==> src/rtl/mem_access_unit.sv <==
// MEM-stage load/store unit: sized, lane-aligned accesses over a req/ack data-memory port.
// Optional macro MISALIGN_TRAP_EN: misaligned accesses trap (misalign_o) instead of being force-aligned.
module mem_access_unit #(
  parameter int XLEN    = 32,
  parameter int TIMEOUT = 16
) (
  input  logic              clk,
  input  logic              rst_n,
  input  logic              valid_i,
  input  logic              mem_read_i,
  input  logic              mem_write_i,
  input  logic              mem_to_reg_i,
  input  logic [2:0]        funct3_i,
  input  logic [XLEN-1:0]   addr_i,
  input  logic [XLEN-1:0]   wdata_i,
  output logic [XLEN-1:0]   result_o,
  output logic              result_valid_o,
  output logic              stall_o,
  output logic              bus_err_o,
`ifdef MISALIGN_TRAP_EN
  output logic              misalign_o,
`endif
  output logic              dmem_req_o,
  output logic              dmem_we_o,
  output logic [XLEN/8-1:0] dmem_be_o,
  output logic [XLEN-1:0]   dmem_addr_o,
  output logic [XLEN-1:0]   dmem_wdata_o,
  input  logic              dmem_ack_i,
  input  logic [XLEN-1:0]   dmem_rdata_i
);
  localparam int BYTES = XLEN / 8;
  localparam int OFFW  = $clog2(BYTES);
  localparam int CNT_W = (TIMEOUT > 1) ? $clog2(TIMEOUT) : 1;
  localparam logic [CNT_W-1:0] CNT_LAST = CNT_W'((TIMEOUT > 0) ? TIMEOUT - 1 : 0);

  typedef enum logic [1:0] {IDLE, WAIT, DONE} state_t;

  function automatic logic [OFFW-1:0] low_mask(input logic [1:0] sz);
    logic [2:0] m;
    case (sz)
      2'd0:    m = 3'd0;
      2'd1:    m = 3'd1;
      2'd2:    m = 3'd3;
      default: m = 3'd7;
    endcase
    return OFFW'(m);
  endfunction

  function automatic logic [BYTES-1:0] size_be(input logic [1:0] sz, input logic [OFFW-1:0] off);
    logic [7:0] m;
    case (sz)
      2'd0:    m = 8'h01;
      2'd1:    m = 8'h03;
      2'd2:    m = 8'h0F;
      default: m = 8'hFF;
    endcase
    return BYTES'(m) << off;
  endfunction

  function automatic logic [XLEN-1:0] repl_wdata(input logic [1:0] sz, input logic [XLEN-1:0] w);
    case (sz)
      2'd0:    return {BYTES{w[7:0]}};
      2'd1:    return {(BYTES/2){w[15:0]}};
      2'd2:    return {(BYTES/4){w[31:0]}};
      default: return w;
    endcase
  endfunction

  // Shift the addressed lane down to bit 0, then sign- or zero-extend by size.
  function automatic logic [XLEN-1:0] fmt_load(input logic [XLEN-1:0] rd,
                                               input logic [OFFW-1:0] off,
                                               input logic [2:0] f3);
    logic [XLEN-1:0] sh;
    logic [XLEN-1:0] res;
    sh = rd >> {off, 3'b000};
    case (f3[1:0])
      2'd0:    res = f3[2] ? XLEN'(sh[7:0])  : XLEN'($signed(sh[7:0]));
      2'd1:    res = f3[2] ? XLEN'(sh[15:0]) : XLEN'($signed(sh[15:0]));
      2'd2:    res = f3[2] ? XLEN'(sh[31:0]) : XLEN'($signed(sh[31:0]));
      default: res = sh;
    endcase
    return res;
  endfunction

  state_t            state_q, state_d;
  logic              req_q, req_d;
  logic              we_q, we_d;
  logic [BYTES-1:0]  be_q, be_d;
  logic [XLEN-1:0]   addr_q, addr_d;
  logic [XLEN-1:0]   wdata_q, wdata_d;
  logic [CNT_W-1:0]  cnt_q, cnt_d;
  logic              err_q, err_d;
  logic [2:0]        f3_q, f3_d;
  logic [OFFW-1:0]   off_q, off_d;
  logic              ld_q, ld_d;
  logic [XLEN-1:0]   rdata_q, rdata_d;

  logic [OFFW-1:0]   lmask;
  logic [OFFW-1:0]   eff_off;
  logic              memop;
  logic              legal;
  logic              issue;
  logic              trap;

  always_comb begin
    lmask   = low_mask(funct3_i[1:0]);
    eff_off = addr_i[OFFW-1:0] & ~lmask;
    memop   = valid_i & (mem_read_i | mem_write_i);
    legal   = (funct3_i != 3'b111)
            && !(funct3_i[1:0] == 2'b11 && XLEN != 64)
            && !(funct3_i == 3'b110 && XLEN != 64)
            && !(mem_write_i && funct3_i[2]);
`ifdef MISALIGN_TRAP_EN
    trap    = memop & legal & (|(addr_i[OFFW-1:0] & lmask));
`else
    trap    = 1'b0;
`endif
    issue   = memop & legal & ~trap;
  end

  always_comb begin
    state_d        = state_q;
    req_d          = req_q;
    we_d           = we_q;
    be_d           = be_q;
    addr_d         = addr_q;
    wdata_d        = wdata_q;
    cnt_d          = cnt_q;
    err_d          = err_q;
    f3_d           = f3_q;
    off_d          = off_q;
    ld_d           = ld_q;
    rdata_d        = rdata_q;
    stall_o        = 1'b0;
    result_o       = '0;
    result_valid_o = 1'b0;
    case (state_q)
      IDLE: begin
        if (issue) begin
          stall_o = 1'b1;
          state_d = WAIT;
          req_d   = 1'b1;
          we_d    = mem_write_i;
          be_d    = size_be(funct3_i[1:0], eff_off);
          addr_d  = {addr_i[XLEN-1:OFFW], {OFFW{1'b0}}};
          wdata_d = repl_wdata(funct3_i[1:0], wdata_i);
          cnt_d   = '0;
          err_d   = 1'b0;
          f3_d    = funct3_i;
          off_d   = eff_off;
          ld_d    = ~mem_write_i & mem_to_reg_i;
        end else begin
          result_valid_o = valid_i;
          result_o       = ((memop & ~legal) | trap) ? '0 : addr_i;
        end
      end
      WAIT: begin
        stall_o = 1'b1;
        if (dmem_ack_i) begin
          rdata_d = fmt_load(dmem_rdata_i, off_q, f3_q);
          state_d = DONE;
          req_d   = 1'b0;
        end else if (TIMEOUT != 0 && cnt_q == CNT_LAST) begin
          err_d   = 1'b1;
          state_d = DONE;
          req_d   = 1'b0;
        end else begin
          cnt_d = cnt_q + 1'b1;
        end
      end
      DONE: begin
        result_valid_o = 1'b1;
        result_o       = err_q ? '0 : (ld_q ? rdata_q : addr_i);
        state_d        = IDLE;
        err_d          = 1'b0;
      end
      default: state_d = IDLE;
    endcase
    // Hold every combinational output low while reset is asserted.
    if (!rst_n) begin
      stall_o        = 1'b0;
      result_o       = '0;
      result_valid_o = 1'b0;
    end
  end

  always_ff @(posedge clk) begin
    if (!rst_n) begin
      state_q <= IDLE;
      req_q   <= 1'b0;
      we_q    <= 1'b0;
      be_q    <= '0;
      addr_q  <= '0;
      wdata_q <= '0;
      cnt_q   <= '0;
      err_q   <= 1'b0;
    end else begin
      state_q <= state_d;
      req_q   <= req_d;
      we_q    <= we_d;
      be_q    <= be_d;
      addr_q  <= addr_d;
      wdata_q <= wdata_d;
      cnt_q   <= cnt_d;
      err_q   <= err_d;
    end
  end

  always_ff @(posedge clk) begin
    f3_q    <= f3_d;
    off_q   <= off_d;
    ld_q    <= ld_d;
    rdata_q <= rdata_d;
  end

  assign bus_err_o    = (state_q == DONE) && err_q;
  assign dmem_req_o   = req_q;
  assign dmem_we_o    = we_q;
  assign dmem_be_o    = be_q;
  assign dmem_addr_o  = addr_q;
  assign dmem_wdata_o = wdata_q;
`ifdef MISALIGN_TRAP_EN
  assign misalign_o   = trap & rst_n & (state_q == IDLE);
`endif
endmodule

==> config.mk <==
export PLATFORM = sky130hd
export DESIGN_NAME = mem_access_unit
export DESIGN_NICKNAME = d
export VERILOG_FILES = /design/src/rtl/mem_access_unit.sv
export SDC_FILE = /design/constraint.sdc
export NUM_CORES = 1
export LEC_CHECK = 0
export ABC_AREA = 1
export CORE_ASPECT_RATIO = 1.1
export CORE_MARGIN = 2
export CORE_UTILIZATION = 46
export CTS_CLUSTER_DIAMETER = 60
export DETAILED_ROUTE_END_ITERATION = 10
export GPL_TIMING_DRIVEN = 0
export PLACE_DENSITY = 0.92
export SYNTH_ARGS = -nofsm -noshare
export SYNTH_HDL_FRONTEND = slang
export SYNTH_SLANG_ARGS = --single-unit
export TNS_END_PERCENT = 1
==> constraint.sdc <==
create_clock -name clk -period 2.8 [get_ports clk]
set_input_delay 0.28 -clock clk [delete_from_list [all_inputs] [get_ports clk]]
set_output_delay 0.28 -clock clk [all_outputs]
set_load 0.01 [all_outputs]
**Word-level counts from Yosys, hierarchy flattened**

Index checks and enable logic that the tools add are counted.
Widths: inputs -> output; s select.

- Bits in writable memories: 0
- Memories: 0
- ROM bits: 0
- Output and inout port bits: 105
- Flip-flop bits (word level): 113
- Latch bits: 0
- Word-level logic and storage cells: 93
- Input bits: 106

- Bitwise gates (word level): 9
- Eq/ne operators: 14
- Reduce and logical (&&, ||, !) cells: 19
- Add/subtract/negate cells: 1
- Divide/modulo/power cells: 0
- Order comparisons: 0
- Multipliers: 0
- Muxes and demuxes: 36
- Shift operators: 2

Operator list:

| cell | count |
|---|---|
| $mux 32 | 7 |
| $pmux 32 s2 | 3 |
| $shr 32x5->32 | 1 |
| $mux 4 | 5 |
| $pmux 4 s3 | 1 |
| $mux 1 | 10 |
| $ne 2x2->1 const B | 4 |
| $pmux 4 s2 | 1 |
| $reduce_and 4->1 | 2 |
| $eq 2x1->1 const B | 3 |
| $eq 2x2->1 const B | 3 |
| $logic_not 2->1 | 3 |
| $mux 2 | 3 |
| $ne 3x3->1 const B | 2 |
| $pmux 1 s2 | 3 |
| $pmux 2 s3 | 1 |
| $reduce_and 2->1 | 3 |
| $logic_and 1x1->1 | 5 |
| $add 4x1->4 const B | 1 |
| $and 1x1->1 | 4 |
| $eq 4x4->1 const B | 1 |
| $pmux 2 s2 | 1 |
| $shl 4x2->4 | 1 |
| $eq 3x3->1 const B | 1 |
| 9 further kinds | 12 |

**Longest topological paths before layout**

Gate-level depths: netlist of run 1.

- Depth in word-level cells: 11
- Mapped depth: 10
- Gate-level depth less buffers: 8

**Least setup slack after synthesis of run 1**

No wires, ideal clock.

- Kind: register to register
- From: register state_q[0]
- To: register rdata_q[0] (enable)
- Stages on the path, launching flop included: 3
- Required time: 2.379 ns
- Arrival: 1.881 ns
- Buffers on the path: 0
- Path slack: 0.498 ns
- Library setup time: 0.421 ns
- Clock period less this slack: 2.302 ns
- Cell sequence: dfxtp_1 -> nand2_1 -> nor2_1

- Cells in the longest elaborated chain, start to end: 2

Ends and longest elaborated chain:

| item | line | source |
|---|---|---|
| start, declared | 85 | `state_t state_q, state_d;` |
| start signal, assigned | 198 | `state_q <= state_d;` |
| $eq 2x1->1 | 137 | `case (state_q)` |
| $reduce_and 2->1 (no source line) | - |  |
| end signal, assigned | 213 | `rdata_q <= rdata_d;` |
| end, declared | 96 | `logic [XLEN-1:0] rdata_q, rdata_d;` |

Every way passes these cells.
A chain may end at the register's enable or synchronous reset.

**Worst setup path in the final report of run 1**

- From: register state_q[1]
- To: output result_o[26]

- Cells in the longest elaborated chain, start to end: 3
- Elaborated cells between the ends (all ways): 4
- Those cells by class: 1 x eq/ne; 2 x mux; 1 x reduce/logical

Ends and longest elaborated chain:

| item | line | source |
|---|---|---|
| $eq 2x2->1 / $logic_not 2->1 (equally long branches) | 137 |  |
| $pmux 32 s2 * | 137 |  |
| $mux 32 * | 180 | `if (!rst_n) begin` |
| end, declared | 16 | `output logic [XLEN-1:0] result_o,` |

Every way passes the cells marked *; elsewhere a longest branch is shown, timed or not.

==> results.sh, run 1 <==
export IMPL_gp_congestion=0.915
export IMPL_slew_viol_final=0
export IMPL_start_util=0.471
export IMPL_dr_pass1_iters=5
export IMPL_synth_common_cells="nand2_1 (340), a21oi_1 (107), dfxtp_1 (75), inv_1 (67), nor2_1 (65)"
export IMPL_drive_gt1_frac=0.0870
export IMPL_n_fill_cell=945
export IMPL_drc=0
export IMPL_clockRootBuffer="clkbuf_16"
export IMPL_io_buffers=208
export IMPL_cts_tree="done"
export IMPL_grt_pass1_vias=6136
export IMPL_syn_area_um2=5960
export IMPL_hold_class="reg -> reg"
export IMPL_grt_max_degree=22
export IMPL_yosysUniqueCellTypes=31
export IMPL_final_period_utilization=0.967
export IMPL_synth_avg_cell_area_um2=6.89
export IMPL_dp_hpwl_um=15300
export IMPL_peakVddDrop_mv=0.467
export IMPL_die_w_um=113
export IMPL_grt_first_pass_wirelength_um=31100
export IMPL_yosysSeqAreaShare=0.443
export IMPL_io_pins=211
export IMPL_cp_required_ps=2520
export IMPL_timing_final_ws_setup_ps=92.8
export IMPL_yosysWarnings=0
export IMPL_vias=6698
export IMPL_rsz0062_at_grt="false"
export IMPL_finClkSkew_ps=7.88
export IMPL_cts_buffer_depth=2
export IMPL_ys_flop_type="dfxtp_1"
export IMPL_yosysMostFrequentCell="nand2_1"
export IMPL_final_cell_area_um2=8910
export IMPL_ff_latch_area_um2=2640
export IMPL_clk_pin_slew_worst_paths_ps=50
export IMPL_drv_cap=0
export IMPL_r2r_start="state_q[0]$_SDFFE_PN0P_"
export IMPL_die_area_um2=13900
export IMPL_drtIter0Drc=674
export IMPL_cts_buffers=17
export IMPL_fin_total_pwr_uw=4970
export IMPL_drt_vias_per_instance=5.31
export IMPL_synth_area_top_cells="dfxtp_1 (25%), nand2_1 (21%), edfxtp_1 (19%), a21oi_1 (9.0%), inv_1 (4.2%)"
export IMPL_wl_per_cell_um=16.0
export IMPL_antenna_found_initial=0
export IMPL_drt_total_wl_um=20100
export IMPL_synthDominantCellAreaShare=0.252
export IMPL_max_freq_mhz=369
export IMPL_rr_endpoint="rdata_q[4]$_DFFE_PP_"
export IMPL_hold_ws_ps=464
export IMPL_synth_edf_count=38
export IMPL_hold_viol=0
export IMPL_p_per_area_nw_per_um2=558
export IMPL_outcome="finished, final reports clean"
export IMPL_core_area_um2=12600
export IMPL_crit_fanout=10
export IMPL_path_class="reg -> out"
export IMPL_relSlewSlack=0.498
export IMPL_row_count=43
export IMPL_netlist_instances=865
export IMPL_h_tree_depth=4
export IMPL_finalNetCount=1199
export IMPL_clk_latency_ps=410
export IMPL_start_kind="flop"
export IMPL_hp_start="dmem_wdata_o[15]$_SDFFE_PN0P_"
export IMPL_holdPathStages=2
export IMPL_dp_slack_ps=75.2
export IMPL_async_reset_ff_frac=0
export IMPL_reg2reg_slack_ps=1040
export IMPL_n_antenna_cell=0
export IMPL_cts_sinks=113
export IMPL_min_to="dmem_wdata_o[15]$_SDFFE_PN0P_"
export IMPL_r2r_cells=3
export IMPL_end_kind="output port"
export IMPL_setup_viol=0
export IMPL_grtUsageTotal=0.284
export IMPL_utilization=0.704
export IMPL_die_h_um=123
export IMPL_synth_top_area_cell="dfxtp_1"
export IMPL_area_growth_pct=49.4
export IMPL_tightest_slew_ps=752
export IMPL_place_area_um2=8270
export IMPL_overflow=0
export IMPL_ys_ff_latch=113
export IMPL_cp_data_arrival_time_ps=2430
export IMPL_multi_input_area_um2=2780
export IMPL_layout_min_cycle_time_ps=2710
export IMPL_detail_route_antenna_nets=0
export IMPL_leakagePower_uw=0.00366
## final cells by class
class,count,share of cell area
inverters,73,0.0312
plain buffers,50,0.0305
clock inverters,7,0.0105
clock buffers,24,0.0600
multi-input cells,628,0.312
flip-flops and latches,113,0.297
well taps,157,0.0221
repair buffers,209,0.237
## power breakdown
part,switching [uW],total [uW],leakage (uW),internal [uW]
clock network,754,2260,0.000305,1500
registers,38.9,1810,0.000960,1770
logic,477,901,0.00240,425
## worst max-delay path, cell delays in order, from the launching register on
cell and delay, ps:
dfxtp_1 370, inv_1 70, nor2_1 180, nand2_2 160
clkbuf_1 270, o22ai_1 180, inv_1 50, nor2_1 170
clkdlybuf4s50_1 570
## layout by cell type, fill, tap and decap left out, types with 5 or more instances in the layout
cell type        netlist  layout
nand2_1              340     339
clkdlybuf4s50_1        0     208
a21oi_1              107     107
dfxtp_1               75      75
inv_1                 67      67
nor2_1                65      64
edfxtp_1              38      38
o21ai_0               29      29
nand3_1               25      25
buf_2                 22      21
clkbuf_1              20      19
clkbuf_16              0      19
o22ai_1               14      14
nand2_2               11      12
a21oi_2               10      10
a22oi_1                8       8
o211ai_1               5       5
## through the flow
stage / setup TNS (ps) / std cells
floorplan: 0 / 866
global placement: -11330 / 1231
detailed placement: 0 / 1232
CTS: 0 / 1263
global route: 0 / 1261
finish: 0 / 1261
## worst max-delay path by stage
stage | to | startpoint | cells after the start | slack [ps]
2_1_floorplan | rdata_q[0]$_DFFE_PP_ | state_q[0]$_SDFFE_PN0P_ | 2 | 500
3_3_place_gp | rdata_q[20]$_DFFE_PP_ | dmem_ack_i | 3 | -360
3_5_place_dp | result_o[0] | rst_n | 6 | 80
4_1_cts | result_o[25] | state_q[1]$_SDFFE_PN0P_ | 8 | 70
5_1_grt | result_o[26] | state_q[1]$_SDFFE_PN0P_ | 8 | 2
6_report | result_o[26] | state_q[1]$_SDFFE_PN0P_ | 8 | 90
## cell families (layout without fill, tap and decap cells)
group                      count (synthesis)  in the layout  synth area share
and+or+nand+nor                          449            449             0.299
AOI/OAI and AO/OA                        175            175             0.162
buffers and inverters                    125            363            0.0922
DFF                                      113            113             0.443
adders and majority gates                  1              1           0.00210
other                                      1              2          0.000629
xor gates and xnor gates                   1              1           0.00147
## registers in the layout, summed over array words and instances, names as in the netlist
signal and cells:
err_q 1, dmem_we_o 1, dmem_req_o 1, ld_q 1
off_q 2, cnt_q 4, dmem_addr_o 30, f3_q 3
rdata_q 32, dmem_wdata_o 32, state_q 2, dmem_be_o 4
## routing by layer
layer | up-vias | GRT usage | wire, um
met5 | - | 0 | 0
met4 | 0 | 0.136 | 867
met3 | 65 | 0.0451 | 1640
met2 | 427 | 0.474 | 9550
met1 | 2988 | 0.363 | 8070
li1 | 3218 | - | -
## what timing repair did
| action | in CTS | in global routing |
|---|---|---|
| endpoints found under the setup margin | 0 | 21 |
| resized for setup | 0 | 5 |
| hold buffers | 0 | 0 |
| buffers inserted | 0 | 0 |
No activity file was read; power rests on OpenSTA's default activity.
==> run 2, diff against run 1 <==
Settings changed: PLACE_DENSITY 0.92 to 0.82.
Clock period 2.8 ns to 2.6 ns, I/O delays scaled along.
==> results.sh, run 2 (synthesis gave the netlist of run 1 again) <==
export IMPL_cts_buffers=17
export IMPL_drive_gt1_frac=0.0920
export IMPL_drc=0
export IMPL_relSlewSlack=0.439
export IMPL_grtUsageTotal=0.289
export IMPL_rr_endpoint="rdata_q[31]$_DFFE_PP_"
export IMPL_die_area_um2=13900
export IMPL_holdPathStages=1
export IMPL_clockRootBuffer="clkbuf_16"
export IMPL_layout_min_cycle_time_ps=2520
export IMPL_dp_hpwl_um=15100
export IMPL_hold_buffers=0
export IMPL_io_buffers=208
export IMPL_setup_viol=0
export IMPL_reg2reg_slack_ps=820
export IMPL_mostFrequentLayoutCells="nand2_1 (339), clkdlybuf4s50_1 (202), a21oi_1 (107)"
export IMPL_gp_congestion=0.913
export IMPL_dr_pass1_iters=5
export IMPL_end_kind="output port"
export IMPL_path_delay_family="buffers and inverters"
export IMPL_start_util=0.471
export IMPL_dp_slack_ps=-34.6
export IMPL_final_cell_area_um2=8960
export IMPL_max_freq_mhz=397
export IMPL_hold_viol=0
export IMPL_cp_cell_sequence="clkdlybuf4s50_1, buf_6, nand2_1, nand2_1, nand2_2, nand3_4, clkbuf_4, a21oi_1, clkdlybuf4s50_1"
export IMPL_final_common_cell="nand2_1"
export IMPL_die_h_um=123
export IMPL_drt_total_wl_um=20000
export IMPL_area_growth_pct=50.3
export IMPL_finalNetCount=1203
export IMPL_drt_vias_per_instance=5.14
export IMPL_core_area_um2=12600
export IMPL_overflow=0
export IMPL_r2r_start="off_q[0]$_DFFE_PP_"
export IMPL_clk_latency_ps=420
export IMPL_timing_final_ws_setup_ps=80.7
export IMPL_fin_setup_tns_ps=0
export IMPL_vias=6512
export IMPL_r2r_cells=7
export IMPL_crit_fanout=10
export IMPL_slew_viol_final=0
export IMPL_finClkSkew_ps=5.34
export IMPL_grt_pass1_vias=5841
export IMPL_final_period_utilization=0.969
export IMPL_row_count=43
export IMPL_crit_buf_inv=4
export IMPL_grt_first_pass_wirelength_um=31100
export IMPL_drtIter0Drc=612
export IMPL_io_pins=211
export IMPL_path_class="in -> out"
export IMPL_antenna_found_initial=0
export IMPL_peakVddDrop_mv=0.527
export IMPL_h_tree_depth=4
export IMPL_n_antenna_cell=0
export IMPL_detail_route_antenna_nets=0
export IMPL_cts_buffer_depth=2
export IMPL_hp_start="funct3_i[2]"
export IMPL_critPathSlowestCell="clkdlybuf4s50_1"
export IMPL_cp_data_arrival_time_ps=2260
export IMPL_clk_pin_slew_worst_paths_ps=50
export IMPL_outcome="finished, final reports clean"
export IMPL_drv_cap=0
export IMPL_slowest_delay_ps=560
export IMPL_min_to="f3_q[2]$_DFFE_PP_"
export IMPL_start_kind="input pin"
export IMPL_place_area_um2=8250
export IMPL_wl_per_cell_um=15.8
export IMPL_cp_required_ps=2340
export IMPL_cts_sinks=113
export IMPL_hold_class="in -> reg"
export IMPL_p_per_area_nw_per_um2=598
export IMPL_grt_max_degree=33
export IMPL_die_w_um=113
export IMPL_rsz0062_at_grt="true"
export IMPL_cts_tree="done"
export IMPL_tightest_slew_ps=839
export IMPL_leakagePower_uw=0.00379
==> run 2: cell types whose count changed in the layout (fill, tap and decap cells not counted), moves of 2 or more <==
cell             previous run  this run
buf_4                       4        10
clkdlybuf4s50_1           208       202
dlymetal6s2s_1              0         6
buf_2                      21        17
clkbuf_4                    1         5
clkbuf_8                    4         2
clkinvlp_4                  3         1
nor2_4                      0         2
==> run 2: per-stage QoR <==
step | cells | total power (uW) | util | hold slack (ps)
floorplan | 866 | 2440 | - | 359
global placement | 1231 | 2920 | 0.652 | 450
detailed placement | 1231 | 2930 | 0.652 | 455
CTS | 1261 | 5350 | 0.703 | 427
global route | 1266 | 5560 | 0.709 | 461
finish | 1266 | 5360 | 0.709 | 440
==> run 2: what timing repair did <==
| action | CTS | global route |
|---|---|---|
| endpoints found under the setup margin | 30 | 26 |
| buffers inserted | 0 | 5 |
| pin swaps | 0 | 1 |
| resized for setup | 7 | 14 |
==> run 2: how the worst max path moves through the flow <==
stage	start	to	depth (start not counted)
2_1_floorplan	state_q[0]$_SDFFE_PN0P_	rdata_q[0]$_DFFE_PP_	2
3_3_place_gp	dmem_ack_i	rdata_q[19]$_DFFE_PP_	3
3_5_place_dp	rst_n	result_o[31]	6
4_1_cts	ld_q$_DFFE_PP_	result_o[25]	7
5_1_grt	funct3_i[1]	stall_o	9
6_report	funct3_i[1]	stall_o	9
==> run 2: worst reg2reg max path, cell delays in order, from the launching register on <==
cell,delay (ps)
edfxtp_1,420
buf_2,210
nor2_2,160
nor2_1,50
a21oi_1,210
nand3_2,200
buf_2,240
nand3_1,130
==> run 2: area by class of cell <==
cell class,instances,area (um2)
Tap cell,157,196
Fill cell,1013,3680
Sequential cell,113,2640
Clock inverter,7,91.3
Clock buffer,25,539
Inverter,73,277
Buffer,50,285
Timing Repair Buffer,213,2130
Multi-Input combinational cell,628,2790
==> run 2: per-layer routing <==
metal,vias up,share of wire,global-route usage
li1,3242,-,-
met1,2928,0.41,0.377
met2,298,0.47,0.472
met3,44,0.078,0.0598
met4,0,0.035,0.122
met5,-,0,0
==> run 2: report_power, final <==
group,internal [uW],total (uW),switching [uW]
Sequential,1910,1950,40.3
Combinational,465,976,511
Clock,1630,2430,803
Total,4000,5360,1350
